`src/rtl/mb_word_seq_if.sv`:
```
// MB sequencer handshake bundle: requests, memory handshakes and MB array controls.
// master = EBOX/memory side, slave = the word sequencer.
interface mb_word_seq_if;
    logic       RD_REQ;
    logic       WB_REQ;
    logic       ST_REQ;
    logic [1:0] START_WD;
    logic [3:0] WD_MASK;
    logic       MEM_DATA_VALID;
    logic       MEM_ACK;
    logic       NXM;
    logic [3:0] MB_LOAD;
    logic [1:0] MB_SEL;
    logic [2:0] MB_IN_SEL;
    logic       MEM_WR_RQ;
    logic       BUSY;
    logic       DONE;
    logic       ERR;

    modport master (
        output RD_REQ, WB_REQ, ST_REQ, START_WD, WD_MASK, MEM_DATA_VALID, MEM_ACK, NXM,
        input  MB_LOAD, MB_SEL, MB_IN_SEL, MEM_WR_RQ, BUSY, DONE, ERR
    );

    modport slave (
        input  RD_REQ, WB_REQ, ST_REQ, START_WD, WD_MASK, MEM_DATA_VALID, MEM_ACK, NXM,
        output MB_LOAD, MB_SEL, MB_IN_SEL, MEM_WR_RQ, BUSY, DONE, ERR
    );
endinterface

```
`src/rtl/mb_word_seq.sv`:
```
// MB word sequencer: quadword fill, masked writeback and single-word store; requests taken in IDLE only.
// Loads/write requests respond in the same cycle; FILL/WB wait on VALID/ACK under a TMO_LIMIT watchdog.
module mb_word_seq #(
    parameter logic [7:0] TMO_LIMIT = 8'd255
) (
    input  logic         clk,
    input  logic         RESET,
    mb_word_seq_if.slave mb
);
    typedef enum logic [2:0] {
        S_IDLE  = 3'd0,
        S_FILL  = 3'd1,
        S_WB    = 3'd2,
        S_STORE = 3'd3,
        S_FIN   = 3'd4
    } state_t;

    state_t     state_q, state_d;
    logic [1:0] wd_q, wd_d;
    logic [1:0] start_q, start_d;
    logic [3:0] rem_q, rem_d;
    logic [2:0] cnt_q, cnt_d;
    logic [7:0] tmo_q, tmo_d;
    logic       err_q, err_d;
    logic [1:0] sel_q, sel_d;

    logic [1:0] wb_cur;
    logic       wb_any;
    logic       wb_last;
    logic       tmo_hit;
    logic       req_any;

    // First still-masked word at or after WD in wrap order; the smallest offset wins.
    always_comb begin
        logic [1:0] idx;
        idx    = 2'd0;
        wb_cur = wd_q;
        wb_any = 1'b0;
        for (int k = 3; k >= 0; k--) begin
            idx = wd_q + 2'(k);
            if (rem_q[idx]) begin
                wb_cur = idx;
                wb_any = 1'b1;
            end
        end
    end

    assign wb_last = ((rem_q & ~(4'b0001 << wb_cur)) == 4'b0000);
    assign tmo_hit = ((tmo_q + 8'd1) == TMO_LIMIT);
    assign req_any = mb.WB_REQ | mb.RD_REQ | mb.ST_REQ;

    always_ff @(posedge clk) begin
        if (RESET) begin
            state_q <= S_IDLE;
        end else begin
            state_q <= state_d;
        end
    end

    always_comb begin
        state_d = state_q;
        case (state_q)
            S_IDLE: begin
                if (mb.WB_REQ) begin
                    state_d = S_WB;
                end else if (mb.RD_REQ) begin
                    state_d = S_FILL;
                end else if (mb.ST_REQ) begin
                    state_d = S_STORE;
                end
            end
            S_FILL: begin
                if (mb.NXM) begin
                    state_d = S_FIN;
                end else if (mb.MEM_DATA_VALID) begin
                    if (cnt_q == 3'd3) begin
                        state_d = S_FIN;
                    end
                end else if (tmo_hit) begin
                    state_d = S_FIN;
                end
            end
            S_WB: begin
                if (mb.NXM || !wb_any) begin
                    state_d = S_FIN;
                end else if (mb.MEM_ACK) begin
                    if (wb_last) begin
                        state_d = S_FIN;
                    end
                end else if (tmo_hit) begin
                    state_d = S_FIN;
                end
            end
            S_STORE: state_d = S_FIN;
            S_FIN:   state_d = S_IDLE;
            default: state_d = S_IDLE;
        endcase
    end

    // NXM takes precedence over a coincident VALID/ACK: the word is neither counted nor retired.
    always_comb begin
        wd_d    = wd_q;
        start_d = start_q;
        rem_d   = rem_q;
        cnt_d   = cnt_q;
        tmo_d   = tmo_q;
        err_d   = err_q;
        sel_d   = sel_q;
        case (state_q)
            S_IDLE: begin
                if (req_any) begin
                    wd_d    = mb.START_WD;
                    start_d = mb.START_WD;
                    rem_d   = mb.WD_MASK;
                    cnt_d   = 3'd0;
                    tmo_d   = 8'd0;
                    err_d   = 1'b0;
                end
            end
            S_FILL: begin
                if (mb.NXM) begin
                    err_d = 1'b1;
                end else if (mb.MEM_DATA_VALID) begin
                    wd_d  = wd_q + 2'd1;
                    cnt_d = cnt_q + 3'd1;
                    tmo_d = 8'd0;
                end else begin
                    tmo_d = tmo_q + 8'd1;
                    err_d = tmo_hit;
                end
            end
            S_WB: begin
                if (wb_any) begin
                    wd_d  = wb_cur;
                    sel_d = wb_cur;
                    if (mb.NXM) begin
                        err_d = 1'b1;
                    end else if (mb.MEM_ACK) begin
                        rem_d[wb_cur] = 1'b0;
                        tmo_d         = 8'd0;
                    end else begin
                        tmo_d = tmo_q + 8'd1;
                        err_d = tmo_hit;
                    end
                end else if (mb.NXM) begin
                    err_d = 1'b1;
                end
            end
            S_FIN:   err_d = 1'b0;
            default: ;
        endcase
    end

    always_ff @(posedge clk) begin
        if (RESET) begin
            wd_q    <= 2'd0;
            start_q <= 2'd0;
            rem_q   <= 4'd0;
            cnt_q   <= 3'd0;
            tmo_q   <= 8'd0;
            err_q   <= 1'b0;
            sel_q   <= 2'd0;
        end else begin
            wd_q    <= wd_d;
            start_q <= start_d;
            rem_q   <= rem_d;
            cnt_q   <= cnt_d;
            tmo_q   <= tmo_d;
            err_q   <= err_d;
            sel_q   <= sel_d;
        end
    end

    always_comb begin
        mb.MB_LOAD   = 4'b0000;
        mb.MB_SEL    = sel_q;
        mb.MB_IN_SEL = 3'b000;
        mb.MEM_WR_RQ = 1'b0;
        mb.BUSY      = (state_q != S_IDLE);
        mb.DONE      = (state_q == S_FIN);
        mb.ERR       = (state_q == S_FIN) && err_q;
        case (state_q)
            S_FILL: begin
                mb.MB_IN_SEL = 3'b100;
                if (mb.MEM_DATA_VALID && !mb.NXM) begin
                    mb.MB_LOAD = 4'b0001 << wd_q;
                end
            end
            S_WB: begin
                if (wb_any) begin
                    mb.MB_SEL    = wb_cur;
                    mb.MEM_WR_RQ = !mb.NXM;
                end
            end
            S_STORE: begin
                mb.MB_IN_SEL = 3'b010;
                mb.MB_LOAD   = 4'b0001 << start_q;
            end
            default: ;
        endcase
    end
endmodule

```
`src/flat_wrapper.sv`:
```
// flat-port wrapper written by rule: the top's interface ports become plain ports
module mb_word_seq_flat 
#(
    parameter logic [7:0] TMO_LIMIT = 8'd255
)
  (clk, RESET, mb_RD_REQ, mb_WB_REQ, mb_ST_REQ, mb_START_WD, mb_WD_MASK, mb_MEM_DATA_VALID, mb_MEM_ACK, mb_NXM, mb_MB_LOAD, mb_MB_SEL, mb_MB_IN_SEL, mb_MEM_WR_RQ, mb_BUSY, mb_DONE, mb_ERR);
  mb_word_seq_if mb_i ();
  input  logic clk;
  input  logic RESET;
  input wire logic [$bits(mb_i.RD_REQ)-1:0] mb_RD_REQ;
  input wire logic [$bits(mb_i.WB_REQ)-1:0] mb_WB_REQ;
  input wire logic [$bits(mb_i.ST_REQ)-1:0] mb_ST_REQ;
  input wire logic [$bits(mb_i.START_WD)-1:0] mb_START_WD;
  input wire logic [$bits(mb_i.WD_MASK)-1:0] mb_WD_MASK;
  input wire logic [$bits(mb_i.MEM_DATA_VALID)-1:0] mb_MEM_DATA_VALID;
  input wire logic [$bits(mb_i.MEM_ACK)-1:0] mb_MEM_ACK;
  input wire logic [$bits(mb_i.NXM)-1:0] mb_NXM;
  output wire logic [$bits(mb_i.MB_LOAD)-1:0] mb_MB_LOAD;
  output wire logic [$bits(mb_i.MB_SEL)-1:0] mb_MB_SEL;
  output wire logic [$bits(mb_i.MB_IN_SEL)-1:0] mb_MB_IN_SEL;
  output wire logic [$bits(mb_i.MEM_WR_RQ)-1:0] mb_MEM_WR_RQ;
  output wire logic [$bits(mb_i.BUSY)-1:0] mb_BUSY;
  output wire logic [$bits(mb_i.DONE)-1:0] mb_DONE;
  output wire logic [$bits(mb_i.ERR)-1:0] mb_ERR;
  assign mb_i.RD_REQ = mb_RD_REQ;
  assign mb_i.WB_REQ = mb_WB_REQ;
  assign mb_i.ST_REQ = mb_ST_REQ;
  assign mb_i.START_WD = mb_START_WD;
  assign mb_i.WD_MASK = mb_WD_MASK;
  assign mb_i.MEM_DATA_VALID = mb_MEM_DATA_VALID;
  assign mb_i.MEM_ACK = mb_MEM_ACK;
  assign mb_i.NXM = mb_NXM;
  assign mb_MB_LOAD = mb_i.MB_LOAD;
  assign mb_MB_SEL = mb_i.MB_SEL;
  assign mb_MB_IN_SEL = mb_i.MB_IN_SEL;
  assign mb_MEM_WR_RQ = mb_i.MEM_WR_RQ;
  assign mb_BUSY = mb_i.BUSY;
  assign mb_DONE = mb_i.DONE;
  assign mb_ERR = mb_i.ERR;
  mb_word_seq #(.TMO_LIMIT(TMO_LIMIT)) u_core (.clk(clk), .RESET(RESET), .mb(mb_i));
endmodule
```
`config.mk`:
```
export PLATFORM = sky130hd
export DESIGN_NAME = mb_word_seq_flat
export DESIGN_NICKNAME = d
export VERILOG_FILES = /design/src/rtl/mb_word_seq_if.sv /design/src/rtl/mb_word_seq.sv /design/src/flat_wrapper.sv
export SDC_FILE = /design/constraint.sdc
export NUM_CORES = 1
export LEC_CHECK = 0
export CELL_PAD_IN_SITES_DETAIL_PLACEMENT = 0
export CELL_PAD_IN_SITES_GLOBAL_PLACEMENT = 1
export CORE_MARGIN = 5
export CORE_UTILIZATION = 42
export DETAILED_ROUTE_END_ITERATION = 6
export GPL_ROUTABILITY_DRIVEN = 0
export GPL_TIMING_DRIVEN = 0
export HOLD_SLACK_MARGIN = 0.12
export PLACE_DENSITY = 0.84
export SLEW_MARGIN = 15
export SYNTH_ARGS = -nofsm -noshare
export SYNTH_HDL_FRONTEND = slang
export SYNTH_SLANG_ARGS = --single-unit
```
`constraint.sdc`:
```
create_clock -name clk -period 2.73 [get_ports clk]
set_clock_uncertainty 0.1 [all_clocks]
set_input_delay 0.4095 -clock clk [delete_from_list [all_inputs] [get_ports clk]]
set_output_delay 0.4095 -clock clk [all_outputs]
set_load 0.1 [all_outputs]
```
Word-level counts from Yosys, hierarchy flattened:

Cells that the tools add are included.

* magnitude comparators: 6
* shift operators: 3
* equal/unequal tests: 18
* bitwise logic cells: 6
* reductions and logical operators: 20
* add/sub/neg operators: 5
* multiplexer cells: 65

Operators by type and width (number)
* 8-bit 2-to-1 mux: 6
* 3-bit 2-to-1 mux: 13
* 8-bit case mux with 3 select lines: 1
* 2-bit 2-to-1 mux: 10
* 4-bit 2-to-1 mux: 5
* 5-bit AND reduction: 4
* 1-bit 2-to-1 mux: 18
* 4-bit case mux with 2 select lines: 2
* 2-bit by 3-bit < comparator with 1-bit output, second input constant: 5
* 3-bit case mux with 2 select lines: 2
* 3-bit case mux with 4 select lines: 1
* 1-bit by 2-bit left shift with 4-bit output, first input constant: 3
* 3-bit by 2-bit == test with 1-bit output, second input constant: 3
* 8-bit by 1-bit adder with 8-bit output, second input constant: 1
* 4-bit bitwise AND: 2
* 1-bit binary-select mux with 2-bit select: 4
* 8-bit == test, second input constant: 1
* 2-bit inequality test, second input constant: 4
* 4-bit NOT: 2
* 3-bit inequality test, second input constant: 2
* 2-bit case mux with 3 select lines: 1
* 3-bit nonzero test: 2
* 2-bit adder, second input constant: 2
* 4-bit zero test: 1
* other kinds (22): 28

* input port bits: 14
* word-level logic and storage cells: 131
* register bits: 25
* output and inout bits: 13

Longest topological paths before layout:

* depth after elaboration: 17
* depth in mapped cells: 10
* mapped depth without buffers: 8

Worst setup path after synthesis:

OpenSTA, ideal clock, no wires.

* path kind: reg-to-output
* from: register u_core.state_q[0]
* to: output port mb_MB_LOAD[1]
* arrival time: 3812 ps
* data required time: 2220 ps
* slack: -1591 ps
* stages on the path, launching flop included: 6
* buffers on the path: 1
* cells stage by stage: dfxtp_1 nor2b_4 and2_1 clkbuf_1 nand2_1 o21ai_0

* word-level cells in the longest chain between the ends: 2
* elaborated cells on any way between the ends: 3
* classes of those cells: eq/ne: 2; mux: 1

Ends and longest elaborated chain
* start, declared: RTL line mb_word_seq.sv:18 `state_t state_q, state_d;`
* start signal, assigned: RTL line mb_word_seq.sv:56 `state_q <= state_d;`
* 3-bit by 2-bit == test with 1-bit output / 3-bit by 1-bit == test with 1-bit output (equally long branches): RTL line mb_word_seq.sv:182 `case (state_q)`
* 4-bit case mux with 2 select lines (*): RTL line mb_word_seq.sv:182
* end, declared: RTL line flat_wrapper.sv:18 `output wire logic [$bits(mb_i.MB_LOAD)-1:0] mb_MB_LOAD;`

Every way passes the cells marked *; elsewhere a longest branch is shown, timed or not.

Worst setup path after layout:

* from: register u_core.wd_q[1]
* to: output port mb_MB_SEL[1]

* word-level cells in the longest chain between the ends: 9
* elaborated cells on any way between the ends: 21
* classes of those cells: add/sub: 3; mux: 18

Ends and longest elaborated chain
* start, declared: RTL line mb_word_seq.sv:19 `logic [1:0] wd_q, wd_d;`
* start signal, assigned: RTL line mb_word_seq.sv:164 `wd_q <= wd_d;`
* 2-bit adder: RTL line mb_word_seq.sv:40 `idx = wd_q + 2'(k);`
* 1-bit binary-select mux with 2-bit select: RTL line mb_word_seq.sv:41 `if (rem_q[idx]) begin`
* 1-bit 2-to-1 mux (not written as such): RTL line mb_word_seq.sv:41
* 2-bit 2-to-1 mux / 1-bit 2-to-1 mux (equally long branches) (4 in a row): RTL line mb_word_seq.sv:41
* 2-bit 2-to-1 mux (*) (2 in a row)
* end, declared: RTL line flat_wrapper.sv:19 `output wire logic [$bits(mb_i.MB_SEL)-1:0] mb_MB_SEL;`

Every way passes the cells marked *; elsewhere a longest branch is shown, timed or not. The select of a mux whose other input is x is not followed.

==> results.md <==
- Status: complete, but fails checks
- Violated checks: setup timing
- Die Ht: 81.19 um
- ANT nets after route: 0
- Setup violations, final: 1
- Port bufs: 25
- Crit. End Element: output pin
- Crit. path cell count: 9
- Worst Setup Slack, final: -0.03768 ns
- First-pass GRT wire length: 9390 um
- Starting density of the core: 42.48%
- Critical Path AT: 2.26 ns
- Commonest non-fill, non-tap cell in the layout: nor2_1
- CTS tree: yes
- H-tree Lvls: 1
- Routed via count: 2,096
- PD cells: 1172 nW/um^2
- Type of origin of the critical path: flop
- Tot GR Track Use: 17.99%
- Yosys reg bits: 25
- Syn nets: 284
- Util after Layout: 54.55%
- Via density: 5.530
- EDFF count, synth: 0
- Final instance area: 2733 um^2
- Fin. Hold Viols: 0
- # fillers: 507
- Vias in the first global route: 1,884
- Max Freq: 361.3 MHz
- Period minus WS final: 2.768 ns
- Cells after Synth: 262
- Crit path kind: flop to output pin
- Syn avg cell area: 8.123 um^2
- Hold Path Stages: 2
- Die width: 81.19 um
- Rows: 26
- Max-Cap Viols: 0
- Clk root buf: clkbuf_8
- Top_reg_cell synth: dfxtp_1
- DP Worst Slack: -0.9601 ns
- Static Leakage: 1.037 nW
- Period Utilization, post-route: 101.4%
- 1st-iter DRT viols: 151
- Critical path required time: 2.22 ns
- Number of antenna diodes: 0
- Reg clk slew, reported paths: 0.10 ns
- Least-Margin Pin Slew: 0.9690 ns
- Synth cell types: 61
- Worst hold path type: flop to flop
- Initial antenna violation count: 0
- DRC viols: 0
- DP Wirelength: 4008 um
- Most frequent cells in the layout: nor2_1, nand2_1, dfxtp_1, buf_4, a21oi_1
- Die footprint: 6591 um^2
- Num Clock Sinks: 25
- CTS buffer count: 3
- Max-slew headroom: 35.66%
- Peak per-stage delay on the critical path: 0.38 ns
- Final WL: 5692 um
- Crit Path Max Fanout: 6
- Synth Cell Area: 2128 um^2
- Post-synthesis sequential area ratio: 23.52%
- FFs w/ async S/R, synth: 0%
- WL/cell: 15.02 um
- Skew-Pair Late Insertion Delay: 0.27 ns
- CP max-delay cell: dfxtp_4
- Warnings from Yosys: 0
- Pre-antenna DRT Iters: 4
- Max VDD drop: 0.0006833 V
- # IOs: 27
- Largest delay share family, worst path: buffers and inverters
- Largest net degree at the start of global routing: 16
- Syn-to-layout area delta: 28.40%
- Share of layout cells above drive strength 1: 26.54%
- RSZ-0062 raised after global routing: yes
- Max clock buf depth: 2
- Critical path, cell by cell: clkinvlp_4 -> ha_4 -> buf_8 -> buf_2 -> o21a_1 -> o22a_2 -> nor2_4 -> mux2_4 -> buf_12
- Number of cells on the worst reg-to-reg path: 11
- Core box area: 5010 um^2
- Pins over their slew limit: 0
- Worst Path Buf+Inv: 4
- GRT overflow: 0
- Placed Instance Area: 2479 um^2
- Nets@finish: 332
[power breakdown]
group | switching, mW | internal (mW)
Sequential | 0.0800 | 0.442
Combinational | 1.43 | 1.02
Clock | 0.129 | 0.104
Total | 1.64 | 1.56
[tightest hold or removal path, delay by kind of cell (launching register included)]
kind	cells	cell delay [ns]
AOI/OAI and AO/OA	1	0.05
DFF	1	0.32
and+or+nand+nor	1	0.06
[final cells by class]
cell class / count / area (um^2) / area share, %
timing repair buffer: 44 / 395.4 / 14.47
buffer: 15 / 121.4 / 4.441
multi-input combinational: 211 / 1530 / 56.00
tap: 70 / 87.58 / 3.205
clock buffer: 3 / 41.29 / 1.511
inverter: 10 / 43.79 / 1.603
sequential: 25 / 505.5 / 18.50
clock inverter: 1 / 7.507 / 0.2747
[kinds of logic after synthesis]
group / count (synthesis) / synth area share [%]
AND/OR/NAND/NOR: 107 / 27.93
XOR/XNOR: 1 / 0.4116
buffers and inverters: 26 / 7.466
AO/OA/AOI/OAI: 81 / 29.04
other: 1 / 0.1762
multiplexers: 13 / 6.761
adder cells (fa/ha/maj): 8 / 4.703
flip-flops: 25 / 23.52
[per-layer routing]
layer / global-route usage (%) / part of all wire (%) / up-vias
li1: - / - / 1051
met1: 26.85 / 50 / 993
met2: 27.34 / 44 / 44
met3: 2.217 / 4.2 / 8
met4: 4.054 / 1.1 / 0
met5: 0 / 0 / -
[metrics by stage]
stage	total power, mW	hold WS [ns]	TNS, ns	cells
after detailed placement	2.535	0.3686	-4.780	357
after floorplan	2.133	0.3493	0	262
final	3.202	0.3751	-0.03768	379
after global routing	3.439	0.4041	-0.1372	379
after CTS	2.997	0.3830	-0.05720	369
after global placement	2.534	0.3608	-4.802	357
[Yosys cell counts, types with 2 or more instances]
cell type  count  area share [%]
a31oi_1        5             1.5
nand2_1       24             4.2
nor2_4         3             1.6
a21oi_1       17             4.0
nand3_1        4            0.94
nor4_1         2            0.59
o22ai_1        3            0.88
o221ai_2       2             1.4
o21ai_1        4            0.94
nor3_1         6             1.4
mux2i_1        8             3.8
a32o_1         3             1.4
inv_1          9             1.6
nand2b_1       6             1.8
nand3b_1       3             1.1
nor3_2         2            0.94
buf_2          4            0.94
buf_6          6             3.2
a22oi_1        5             1.8
dfxtp_1       25              24
a311oi_1       2            0.82
and3_1         4             1.2
o21ai_0       13             3.1
clkbuf_1       3            0.53
mux2_2         3             1.6
and2_1         3            0.88
o21a_1         4             1.4
nor2_1        33             5.8
buf_4          3             1.1
nor2b_1        5             1.5
mux2_4         2             1.4
ha_1           8             4.7
a21oi_2        3             1.2
nor2b_4        2             1.3
o22a_2         2            0.94
o211ai_1       6             2.1
[sequential cells by signal, indices dropped and copies added (netlist names)]
register / count
u_core.tmo_q: 8
u_core.wd_q: 2
u_core.state_q: 3
u_core.sel_q: 2
u_core.rem_q: 4
u_core.cnt_q: 3
u_core.start_q: 2
u_core.err_q: 1
[final timing paths]
kind,startpoint,end,slack [ns]
max,u_core.wd_q[1],mb_MB_SEL[1],-0.04
min,u_core.cnt_q[1],u_core.cnt_q[1],0.38
max reg2reg,u_core.wd_q[1],u_core.state_q[1],0.39
min reg2reg,u_core.cnt_q[1],u_core.cnt_q[1],0.38
[what timing repair did]
item | 4_1_cts | 5_1_grt
hold buffers | 0 | 0
endpoints found under the setup margin | 12 | 6
pin swaps | 3 | 8
buffers inserted | 8 | 11
gates resized for setup | 57 | 10
Note: power is estimated with default switching activity, not from simulation.
==> edit (same flow settings) <==
Encoding of `state_t`: now Gray code (3 bits for 5 states).
--- a/src/rtl/mb_word_seq.sv
+++ b/src/rtl/mb_word_seq.sv
@@ -10,7 +10,7 @@
     typedef enum logic [2:0] {
-        S_IDLE  = 3'd0,
-        S_FILL  = 3'd1,
-        S_WB    = 3'd2,
-        S_STORE = 3'd3,
-        S_FIN   = 3'd4
+        S_IDLE  = 3'b000,
+        S_FILL  = 3'b001,
+        S_WB    = 3'b011,
+        S_STORE = 3'b010,
+        S_FIN   = 3'b110
     } state_t;
Formal check against the unedited RTL: same outputs for any inputs over 10 cycles, from zero or initial values and one cycle with RESET high; not proved beyond that.
==> edit against the unedited design <==
The flow still finishes with violations (negative setup slack). Sequential cell count did not move. Power fell by 33%. Via count fell by 2.1%. Setup slack improved by 0.031 ns. Non-clock buffer count fell by 9. Design area fell by 7.3%. Global-route usage rose by 0.31 points. Sequential power fell by 12%. Critical path type unchanged. Synthesized area fell by 6.4%. Wire length fell by 0.65%.
==> edit: results (changes against the unedited design) <==
| Metric | Value |
|---|---|
| Run status | `finished with violations` |
| Failing checks | `negative setup slack` |
| Count of final setup violators | `1 (unchanged)` |
| Reg-to-reg endpoint | `u_core.state_q[2]` |
| Hpwl dp | `4.003 mm (-0.11%)` |
| Maximum number of pins on one net before global-route repair | `14 (-2)` |
| Adder-Cell Fraction of Synth Area | `5.025% (+0.32 points)` |
| Worst-case setup margin in the final layout | `-0.007083 ns (+0.03060 ns)` |
| Synth Area in Compound Gates | `27.83% (-1.2 points)` |
| Worst setup timing slack at the placement stage | `-1.145 ns (-0.1853 ns)` |
| Leading cell types by count after synthesis | `sky130_fd_sc_hd__nor2_1 (32), sky130_fd_sc_hd__a21oi_1 (27), sky130_fd_sc_hd__dfxtp_1 (25)` |
| Register-to-register setup slack | `0.25 ns (-0.14 ns)` |
| Number of fill cells | `450 (-11%)` |
| Power density over cell area | `850.7 mW/mm² (-27%)` |
| Internal Power | `1073 µW (-31%)` |
| Slowest stage cell, crit path | `sky130_fd_sc_hd__dfxtp_2` |
| Worst reg-to-reg path cell count | `10 (-1)` |
| Total sequential power | `458 µW (-12%)` |
| All-Layer GR Usage | `18.31% (+0.31 points)` |
| Final TNS setup | `-0.007083 ns (+0.03060 ns)` |
| Wire length of the first global-routing pass | `9.246 mm (-1.5%)` |
| Crit path DAT | `2.23 ns (-0.03 ns)` |
| Final net count | `321 (-3.3%)` |
| Share of the synthesized area in the top cell type | `25.13% (+1.6 points)` |
| Met2 Usage GRT | `30.81% (+3.5 points)` |
| Worst-case hold slack | `0.3701 ns (-0.004965 ns)` |
| Post-synthesis mux area share | `5.276% (-1.5 points)` |
| Destination of the worst hold path | `u_core.cnt_q[2]` |
| Relative max-transition margin | `36.51% (+0.86 points)` |
| Largest fanout of any net on the critical path | `10 (+4)` |
| Wirelength, routed | `5.655 mm (-0.65%)` |
| Number of unique standard cell types used by synthesis | `60 (-1.6%)` |
| Number of DRC markers in iteration 0 | `180 (+19%)` |
| Proportion of synthesized chip area in sequential cells | `25.13% (+1.6 points)` |
| Ratio of cells with drive above 1 in the final layout | `22.48% (-4.1 points)` |
| Static leakage power | `0.0009644 µW (-7.0%)` |
-- edit: timing repair --
action | in CTS | in global routing
setup endpoints to repair | 13 | 6
pin swaps | 3 | 4
cloned | 0 | 0
resized for setup | 64 | 10
setup buffers | 5 | 5
hold buffers | 0 | 0
-- edit: metal layers --
| metal | wire length (µm) | vias up |
|---|---|---|
| met5 | 0 | - |
| met3 | 218 | 7 |
| met1 | 2661 | 969 |
| met2 | 2717 | 49 |
| met4 | 58 | 0 |
| li1 | - | 1026 |
-- edit: layout make-up --
type,count,area share (%)
buffer,16,4.198
clock buffer,4,1.778
inverter,11,1.827
multi-input combinational,208,57.19
sequential,25,19.95
tap,54,2.667
timing repair buffer,34,12.40
-- edit: logic make-up after synthesis --
| logic type | count (synthesis) |
|---|---|
| adders and majority gates | 8 |
| muxes | 10 |
| xor gates and xnor gates | 2 |
| AOI/OAI and AO/OA | 79 |
| and+or+nand+nor | 108 |
| buffers and inverters | 28 |
| DFF | 25 |
| other | 1 |
